### src/rtl/riscv_pkg.sv
// Shared RV32/RV64 constants for the memory and write-back stages.
// Load funct3 encodings and the default datapath width.
package riscv_pkg;

  localparam int XLEN_DEFAULT = 32;

  localparam logic [2:0] F3_LB  = 3'b000;
  localparam logic [2:0] F3_LH  = 3'b001;
  localparam logic [2:0] F3_LW  = 3'b010;
  localparam logic [2:0] F3_LBU = 3'b100;
  localparam logic [2:0] F3_LHU = 3'b101;

endpackage

### src/rtl/mem_wb_pipe_load_align.sv
// Combinational RV load extraction: picks the addressed byte/half from the
// raw memory word and sign- or zero-extends it to XLEN.
module load_align
  import riscv_pkg::*;
#(
  parameter int XLEN = XLEN_DEFAULT
) (
  input  logic [XLEN-1:0] read_data,
  input  logic [2:0]      funct3,
  input  logic [1:0]      addr_lo,
  output logic [XLEN-1:0] data
);

  logic [31:0] word;
  logic [7:0]  byte_sel;
  logic [15:0] half_sel;

  assign word     = read_data[31:0];
  assign byte_sel = word[{addr_lo, 3'b000} +: 8];
  // Halves are assumed aligned; the low offset bit is deliberately ignored.
  assign half_sel = word[{addr_lo[1], 4'b0000} +: 16];

  always_comb begin
    data = XLEN'(signed'(word));
    case (funct3)
      F3_LB:   data = XLEN'(signed'(byte_sel));
      F3_LH:   data = XLEN'(signed'(half_sel));
      F3_LBU:  data = XLEN'(byte_sel);
      F3_LHU:  data = XLEN'(half_sel);
      default: data = XLEN'(signed'(word));
    endcase
  end

endmodule

### src/rtl/mem_wb_pipe.sv
// Parametrised MEM/WB pipeline register: DEPTH stages with valid, stall and
// flush, load alignment at capture, and a pre-muxed write-back port.
module mem_wb_pipe
  import riscv_pkg::*;
#(
  parameter int XLEN       = XLEN_DEFAULT,
  parameter int RADDR_W    = 5,
  parameter int DEPTH      = 1,
  parameter int LOAD_ALIGN = 1
) (
  input  logic               clk,
  input  logic               rst_n,
  input  logic               in_valid,
  input  logic [RADDR_W-1:0] in_rd,
  input  logic [XLEN-1:0]    in_result,
  input  logic [XLEN-1:0]    in_read_data,
  input  logic               in_memtoreg,
  input  logic               in_regwrite,
  input  logic [2:0]         in_funct3,
  input  logic [1:0]         in_addr_lo,
  input  logic               stall,
  input  logic               flush,
  output logic               out_valid,
  output logic [RADDR_W-1:0] out_rd,
  output logic [XLEN-1:0]    out_result,
  output logic [XLEN-1:0]    out_read_data,
  output logic               out_memtoreg,
  output logic               out_regwrite,
  output logic [XLEN-1:0]    wb_data,
  output logic               wb_we
);

  typedef struct packed {
    logic               valid;
    logic [RADDR_W-1:0] rd;
    logic [XLEN-1:0]    result;
    logic [XLEN-1:0]    read_data;
    logic               memtoreg;
    logic               regwrite;
  } stage_t;

  stage_t          stage_q [DEPTH];
  stage_t          entry_d;
  logic [XLEN-1:0] load_data;

  generate
    if (LOAD_ALIGN != 0) begin : g_align
      logic [XLEN-1:0] aligned;

      load_align #(.XLEN(XLEN)) u_load_align (
        .read_data (in_read_data),
        .funct3    (in_funct3),
        .addr_lo   (in_addr_lo),
        .data      (aligned)
      );

      // Non-load instructions keep the raw word so forwarding sees it untouched.
      assign load_data = in_memtoreg ? aligned : in_read_data;
    end else begin : g_raw
      assign load_data = in_read_data;
    end
  endgenerate

  always_comb begin
    entry_d           = '0;
    entry_d.valid     = in_valid;
    entry_d.rd        = in_rd;
    entry_d.result    = in_result;
    entry_d.read_data = load_data;
    entry_d.memtoreg  = in_memtoreg;
    entry_d.regwrite  = in_regwrite & in_valid;
  end

  for (genvar k = 0; k < DEPTH; k++) begin : g_stage
    stage_t d;
    stage_t q;

    if (k == 0) begin : g_first
      assign d = entry_d;
    end else begin : g_next
      assign d = stage_q[k-1];
    end

    // Flush only kills the control bits; payload is left as-is.
    always_ff @(posedge clk or negedge rst_n) begin
      if (!rst_n) begin
        q <= '0;
      end else if (flush) begin
        q.valid    <= 1'b0;
        q.regwrite <= 1'b0;
      end else if (!stall) begin
        q <= d;
      end
    end

    assign stage_q[k] = q;
  end

  assign out_valid     = stage_q[DEPTH-1].valid;
  assign out_rd        = stage_q[DEPTH-1].rd;
  assign out_result    = stage_q[DEPTH-1].result;
  assign out_read_data = stage_q[DEPTH-1].read_data;
  assign out_memtoreg  = stage_q[DEPTH-1].memtoreg;
  assign out_regwrite  = stage_q[DEPTH-1].regwrite;

  assign wb_data = out_memtoreg ? out_read_data : out_result;
  assign wb_we   = out_valid & out_regwrite & (out_rd != '0);

endmodule
### config.mk
export PLATFORM = sky130hd
export DESIGN_NAME = mem_wb_pipe
export DESIGN_NICKNAME = d
export VERILOG_FILES = /design/src/rtl/riscv_pkg.sv /design/src/rtl/mem_wb_pipe_load_align.sv /design/src/rtl/mem_wb_pipe.sv
export SDC_FILE = /design/constraint.sdc
export NUM_CORES = 1
export LEC_CHECK = 0
export ABC_AREA = 0
export CAP_MARGIN = 10
export CORE_MARGIN = 5
export CORE_UTILIZATION = 35
export CTS_CLUSTER_SIZE = 40
export DETAILED_ROUTE_END_ITERATION = 8
export PLACE_DENSITY = 0.75
export SYNTH_ARGS = -nofsm -noshare
export SYNTH_HDL_FRONTEND = slang
export SYNTH_HIERARCHICAL = 1
export SYNTH_SLANG_ARGS = --single-unit
### constraint.sdc
create_clock -name clk -period 3.24 [get_ports clk]
set_input_delay 0.324 -clock clk [delete_from_list [all_inputs] [get_ports clk]]
set_output_delay 0.324 -clock clk [all_outputs]
set_load 0.005 [all_outputs]
Yosys cells after proc, flatten, opt, wreduce, memory -nomap -nowiden
Index checks and enable logic that the tools add are counted.
{"block": "op_classes", "addsub": 0, "multipliers": 0, "n_div": 0, "n_lt_le_gt_ge": 0, "n_eq_ne": 4, "shifts": 2, "mux": 6, "n_bitwise": 5, "n_reduce_logical": 3}
{"cell": "$pmux 32 s4", "n": 1}
{"cell": "$mux 72", "n": 1}
{"cell": "$mux 32", "n": 2}
{"cell": "$shiftx 32x6->16", "n": 1}
{"cell": "$shiftx 32x6->8", "n": 1}
{"cell": "$eq 3x3->1 const B", "n": 2}
{"cell": "$reduce_bool 5->1", "n": 1}
{"cell": "$and 1x1->1", "n": 3}
{"cell": "$eq 3x1->1 const B", "n": 1}
{"cell": "$logic_not 3->1", "n": 1}
{"cell": "$mux 1", "n": 2}
{"cell": "$ne 2x1->1 const B", "n": 1}
{"cell": "$not 1->1", "n": 2}
{"cell": "$reduce_and 2->1", "n": 1}
{"block": "totals", "reg_bits": 72, "latch_bits": 0, "ram_bits": 0, "mem_bits_ro": 0, "inputBits": 81, "out_inout_bits": 105, "word_cells": 26, "n_memories": 0}

Longest topological paths before layout
Gate-level depths: netlist (run 1).
{"block": "depth", "word_depth": 5, "ltp_mapped": 7, "depth_no_buf": 5}

Modules after synthesis
The synthesis (run 1) kept the hierarchy.
{"module": "mem_wb_pipe", "n_inst": 1, "cells_each": 270, "area_each_um2": 3542.1, "seq_area_each_um2": 1801.7}
{"module": "load_align", "n_inst": 1, "cells_each": 118, "area_each_um2": 794.5, "seq_area_each_um2": 0.0}

Worst setup path after synthesis (run 1)
OpenSTA, ideal clock, no wires.
{"block": "synth_timing", "path_kind": "input -> register", "from": "in in_addr_lo[1]", "to": "reg g_stage[0].q, in the netlist out_read_data[10]", "setup_time_ns": 0.129, "arrival_time_ns": 1.639, "t_required_ns": 3.111, "path_slack_ns": 1.472, "cell_stages": 7, "n_path_buf": 2, "cell_sequence": "buf_6 -> mux4_2 -> and2_4 -> buf_6 -> a221o_1 -> mux2i_1 -> o21ai_0"}
{"block": "synth_between", "elab_chain_cells": 3, "word_cells_on_any_way": 4, "cone_classes": "shift: 2; mux: 2"}
{"element": "start: declaration", "line_no": "mem_wb_pipe.sv:20", "source": "input logic [1:0] in_addr_lo,"}
{"element": "$shiftx 32x6->16 / $shiftx 32x6->8 (equally long branches)", "line_no": "mem_wb_pipe_load_align.sv:21, mem_wb_pipe_load_align.sv:19"}
{"element": "$pmux 32 s4 *", "line_no": "mem_wb_pipe_load_align.sv:25", "source": "case (funct3)"}
{"element": "named net g_align.aligned[10]", "line_no": "mem_wb_pipe.sv:48", "source": "logic [XLEN-1:0] aligned;"}
{"element": "$mux 32 *", "line_no": "mem_wb_pipe.sv:58", "source": "assign load_data = in_memtoreg ? aligned : in_read_data;"}
{"element": "end: declaration", "line_no": "mem_wb_pipe.sv:76", "source": "stage_t q;"}
Mark *: on every way through the listed nets, which the timed path passes. The rest lies on a longest branch.
A chain may end at the register's enable or synchronous reset.

Worst setup path after layout (run 1)
{"block": "layout_timing", "from": "reg g_stage[0].q, in the netlist out_memtoreg", "to": "out wb_data[23]"}
{"block": "layout_between", "elab_chain_cells": 1}
{"element": "$mux 32", "line_no": "mem_wb_pipe.sv:106", "source": "assign wb_data = out_memtoreg ? out_read_data : out_result;"}
{"element": "end: declaration", "line_no": "mem_wb_pipe.sv:29", "source": "output logic [XLEN-1:0] wb_data,"}
Every way passes these cells.

==> results of run 1 <==
where the power goes:
group / internal (W) / total, W / switching, W
registers: 0.00103 / 0.00114 / 0.000111
clock network: 0.000711 / 0.00108 / 0.000369
logic: 0.000701 / 0.00107 / 0.000370
final timing paths:
path | startpoint | end
worst max register to register | out_memtoreg | out_memtoreg
worst min-delay path | rst_n | out_result[12]
worst min register to register | out_rd[0] | out_rd[0]
worst max-delay path | out_memtoreg | wb_data[23]
min in group clk | out_rd[0] | out_rd[0]
max in group asynchronous | rst_n | out_result[27]
registers in the layout, indices dropped and copies added, names as in the netlist:
signal         count
out_memtoreg       1
out_result        32
out_regwrite       1
out_rd             5
out_valid          1
out_read_data     32
critical path: stages (launching register included):
cell,delay (ps)
dfrtp_1,520
buf_4,450
mux2_2,390
clkdlybuf4s50_1,450
stage by stage:
step | setup slack (ps) | total power (W) | util | area (µm²)
2_1_floorplan | 1470 | 0.00157 | - | 4340
3_3_place_gp | 796 | 0.00220 | 0.515 | 6210
3_5_place_dp | 672 | 0.00224 | 0.515 | 6210
4_1_cts | 745 | 0.00334 | 0.542 | 6540
5_1_grt | 644 | 0.00347 | 0.542 | 6540
6_report | 762 | 0.00329 | 0.542 | 6540
placed cells by master (no fill, tap or decap), drive strengths merged:
master / netlist / routed
mux2: 71 / 71
o311a: 1 / 1
a21oi: 9 / 9
inv: 1 / 1
a22oi: 1 / 1
bufinv: 0 / 2
or2: 1 / 1
a221o: 8 / 8
nand2: 33 / 33
o21a: 1 / 1
a22o: 8 / 8
nor3: 1 / 1
or3: 1 / 1
buf: 18 / 10
nand3b: 9 / 9
nor2b: 8 / 8
dfrtp: 72 / 72
and2: 1 / 1
o21ai: 64 / 64
o22a: 8 / 8
mux4: 1 / 1
clkbuf: 20 / 12
clkinv: 0 / 1
mux2i: 47 / 47
nor2: 2 / 2
nand2b: 1 / 1
nor3b: 1 / 1
clkdlybuf4s50: 0 / 183
layout make-up:
| cell class | count | area (µm²) |
|---|---|---|
| clock buffers | 12 | 256 |
| clock inverters | 3 | 65.1 |
| fillers | 1093 | 5530 |
| inverters | 1 | 3.75 |
| multi-input cells | 277 | 2280 |
| flip-flops and latches | 72 | 1800 |
| well taps | 168 | 210 |
| repair buffers | 193 | 1920 |
per-layer routing:
metal	part of all wire	vias up	track usage	routed length [µm]
met2	0.48	167	0.325	6860
li1	-	1746	-	-
met4	0.018	0	0.0595	258
met5	0	-	0	0
met3	0.075	20	0.0583	1060
met1	0.42	1844	0.236	6030
cells by family after synthesis:
logic type | synth area share
simple gates | 0.0690
buf+inv | 0.0583
compound gates | 0.142
flops | 0.415
mux | 0.315
==> summary.md, run 1 <==
| Metric | Value |
|---|---|
| Least-Margin Pin Slew | 1000 ps |
| Slew HR | 0.333 |
| EDFF count, synth | 0 |
| Cells after Synth | between 300 and 400 |
| Clk Latency, worst-skew pair | 330 ps |
| Vias per Instance | around 5.2 |
| Most numerous cell in the Yosys netlist | dfrtp_1 |
| Fmax | 404 MHz |
| Syn_nets | 469 |
| Cts repair resizes | 0 |
| Largest net degree at the start of global routing | 73 |
| Number of synthesized register bits | 72 |
| Reg2reg path depth | 2 |
| Period utilization | 0.765 |
| # rows | 40 |
| # DRC | 0 |
| Die Y-Extent | 121 µm |
| Initial drt markers | 206 |
| Area leader, netlist | dfrtp_1 |
| Routability cong. | approximately 0.84 |
| Yosys Warn Count | 6 |
| R2R Setup Slk | 1980 ps |
| Pwr dens | a little over 500 mW/mm² |
| ANT cells | 0 |
| Hold Buf Count CTS | 0 |
| Clock buffer depth | 2 |
| Synth area leaders | dfrtp_1, mux2_2, mux2i_1 |
| Min-Delay Path Class | in -> async |
| Vias in the first global route | 3,936 |
| Nets | between 600 and 700 |
| Post-synthesis sequential area ratio | 0.415 |
| Crit Path Max Fanout | 28 |
| DIE AREA | 0.0147 mm² |
| Die W | 121 µm |
| Setup tns final | 0 ps |
| Starting Density | 0.360 |
| Most used flip-flop cell after synthesis | dfrtp_1 |
| CP Class | reg -> out |
| Clock Sink Count | 72 |
| Worst hold slack | 146 ps |
| Crit path DAT | 2150 ps |
| Post-CTS Setup Bufs | 0 |
| Core area | about 0.012 mm² |
| Slew Viols, Final | 0 |
| Antenna viol nets, final | 0 |
| Setup Skew | 0 ps |
| Share of the synthesized area in the top cell type | 0.415 |
| Share of cells above drive strength 1 | 0.179 |
| Final setup violating endpoints | 0 |
| Max_cap viols | 0 |
| Gr ovfl total | 0 |
| Run status | completed |
| Vias | around 3,800 |
| Root Driver | clkbuf_16 |
| Fraction of registers with async set/reset | 1.00 |
| I/O Buffers | 185 |
| Worst vdd ir | between 0.2 and 0.3 mV |
| Mapped cell area | 0.00434 mm² |
| Clk slew on worst S/H paths | 60 ps |
| Yosys cell types | 34 |
| All-layer global routing usage | 0.193 |
| CP required | 2920 ps |
| Startpoint class of the critical path | register |
| Post-synth top cells | dfrtp_1, o21ai_0, mux2_2 |
| Crit path capture type | output pin |
| Wire length per cell | about 20 µm |
| Hpwl dp | between 10,000 and 15,000 µm |
| CTS H-tree depth | 3 |
| Initial antenna violation count | 0 |
| Final Hold Viols | 0 |
| RSZ-0062 raised after global routing | false |
| CTS tree | yes |
| Final cell count without fillers | 726 |
| Layout area overhead | 50.7% |
| Pleak | 2.78 nW |
| Final Critical Period | 2480 ps |
| First-pass GRT wire length | ~22,000 µm |
| Drt first pass iters | 4 |
| Final WL | 14,200 µm |
| I/O pins | 186 |
| Placed insts | 711 |
| Inserted Clock Buffers | 9 |
| Synth Area per Inst | 11.2 µm² |
No activity file was read; power rests on OpenSTA's default activity.
==> inputs of run 2 (changes only) <==
Settings changed: PLACE_DENSITY 0.75 to 0.78.
Clock period 3.24 ns to 2.1 ns, I/O delays scaled along.
==> run 2 against run 1 <==
Total power rose by 58%; worst setup slack got worse by 640 ps; critical path depth did not move; clock power is 64% higher; non-clock buffer count increased by 15; utilization increased by 1.4 points; hold slack better by 250 ps; combinational power increased by 57%; first-iteration DRC count fell by 35%; critical path type unchanged; clock skew stayed put; sequential share of layout area is 0.69 points lower; highest routed layer unchanged.
==> summary.md, run 2 (synthesis gave the netlist of run 1 again) <==
| Metric | Value |
|---|---|
| Run status | completed |
| Met3 WL post-DR | between 1000 and 1500 µm |
| Pwr dens | 777 mW/mm² |
| Max_cap viols | 0 |
| Vias in the first global route | ~4,000 |
| CP required | 1890 ps |
| Nets | 650 |
| Antenna viol nets, final | 0 |
| Startpoint class of the critical path | register |
| CTS tree | yes |
| Wire length per cell | approximately 18 µm |
| Clk Latency, worst-skew pair | 330 ps |
| Crit path DAT | between 1500 and 2000 ps |
| Reg2reg path depth | 2 |
| Initial antenna violation count | 0 |
| Final Critical Period | 1970 ps |
| Clock share of power | 0.340 |
| Worst hold slack | between 300 and 400 ps |
| Die Y-Extent | 121 µm |
| WL met1 | roughly 5400 µm |
| Gr ovfl total | 0 |
| Share of cells above drive strength 1 | 0.200 |
| Starting Density | 0.360 |
| Critical Path Sink | wb_data[17] |
| Hpwl dp | ~10,000 µm |
| I/O pins | 186 |
| CP Class | reg -> out |
| Most frequent cells in the layout | clkdlybuf4s50_1, dfrtp_1, o21ai_0 |
| CTS H-tree depth | 3 |
| Vias per Instance | 5.09 |
| Worst vdd ir | 0.590 mV |
| Least-Margin Pin Slew | 603 ps |
| First-pass GRT wire length | 21,700 µm |
| Worst setup path start | out_memtoreg |
| Final WL | 13,600 µm |
| Fmax | 507 MHz |
| Drt first pass iters | 4 |
| I/O Buffers | 185 |
| Routability cong. | around 1.0 |
| Worst R2R End | out_memtoreg |
| Internal | 0.00389 W |
| Final Hold Viols | 0 |
| Slew Viols, Final | 0 |
| Fin worst setup slack | approximately 130 ps |
| Pleak | a little under 3 nW |
| Crit path capture type | output pin |
| Die W | 121 µm |
| Power Total | 0.00521 W |
| Root Driver | clkbuf_16 |
| Core area | about 0.012 mm² |
| Clk slew on worst S/H paths | 60 ps |
| Final setup violating endpoints | 0 |
| Logic pwr share | 0.323 |
| # rows | 40 |
| Initial drt markers | ~130 |
| Setup Skew | 0 ps |
| Top Layer Used | met4 |
| Clock Sink Count | 72 |
| Sw frac | 0.252 |
| Slew HR | 0.598 |
| NetSw | between 0.001 and 0.0015 W |
| Pre-CTS setup slack | -92.9 ps |
| All-layer global routing usage | 0.185 |
| Vias | 3,776 |
| R2R Setup Slk | 1120 ps |
| Worst R2R Start | out_memtoreg |
| Met2 Routed Length | 6680 µm |
| Period utilization | 0.940 |
| Most common cell after layout, fill and taps aside | clkdlybuf4s50_1 |
| DIE AREA | 0.0147 mm² |
| Layout area overhead | 54.6% |
| Largest net degree at the start of global routing | 42 |
| Clock buffer depth | 2 |
| Min-Delay Path Class | in -> async |
| RSZ-0062 raised after global routing | false |
| Inserted Clock Buffers | 9 |
| ANT cells | 0 |
| # DRC | 0 |
| Crit Path Max Fanout | 18 |
| Seq pwr share | 0.337 |
## run 2: cell count changes in the layout (fill, tap and decap cells not counted)
cell and change:
dlymetal6s2s_1 +1, clkinv_4 +1, buf_12 +2, buf_4 +12, clkdlybuf4s50_1 -1, dlygate4sd3_1 +1
bufinv_16 +1, clkbuf_8 -1
## run 2: worst min path at each step
stage,from,to,slack [ps],cells after the start
after CTS,rst_n,out_result[12],430,2
after floorplan,rst_n,out_memtoreg,-90,0
after global placement,rst_n,out_result[12],230,1
after detailed placement,rst_n,out_result[12],240,1
final,rst_n,out_result[12],400,2
after global routing,rst_n,out_result[14],460,2
## run 2: critical path: stages (launching register included)
cell             delay (ps)
dfrtp_1                 340
buf_4                   260
mux2_2                  370
clkdlybuf4s50_1         460
## run 2: routing by layer
metal	vias to the layer above	track usage
met3	27	0.0629
met5	-	0
met4	0	0.0679
met1	1811	0.210
li1	1777	-
met2	161	0.321
## run 2: repair_timing
action	4_1_cts	5_1_grt
hold buffers	1	0
resized for setup	0	1
setup buffers	0	2
endpoints found under the hold margin	40	0
setup endpoints to repair	0	1
## run 2: cell type report
class | instances | area, µm²
Clock buffer | 11 | 243
Clock inverter | 5 | 104
Multi-Input combinational cell | 277 | 2280
Timing Repair Buffer | 208 | 2060
Fill cell | 1048 | 5360
Tap cell | 168 | 210
Sequential cell | 72 | 1800
Inverter | 1 | 3.75
## run 2: metrics by stage
stage                util  TNS [ps]  std cells  area (µm²)
floorplan               -         0        388        4340
global placement    0.525     -29.2        723        6330
detailed placement  0.525      -298        723        6330
CTS                 0.554         0        740        6690
global route        0.556         0        742        6700
finish              0.556         0        742        6700
## run 2: power groups by stage
stage	registers [W]	clock network, W	logic [W]
after global routing	0.00178	0.00186	0.00181
after CTS	0.00176	0.00181	0.00170
after floorplan	0.00176	0	0.000667
after global placement	0.00176	0	0.00165
final	0.00175	0.00177	0.00168
after detailed placement	0.00178	0	0.00168
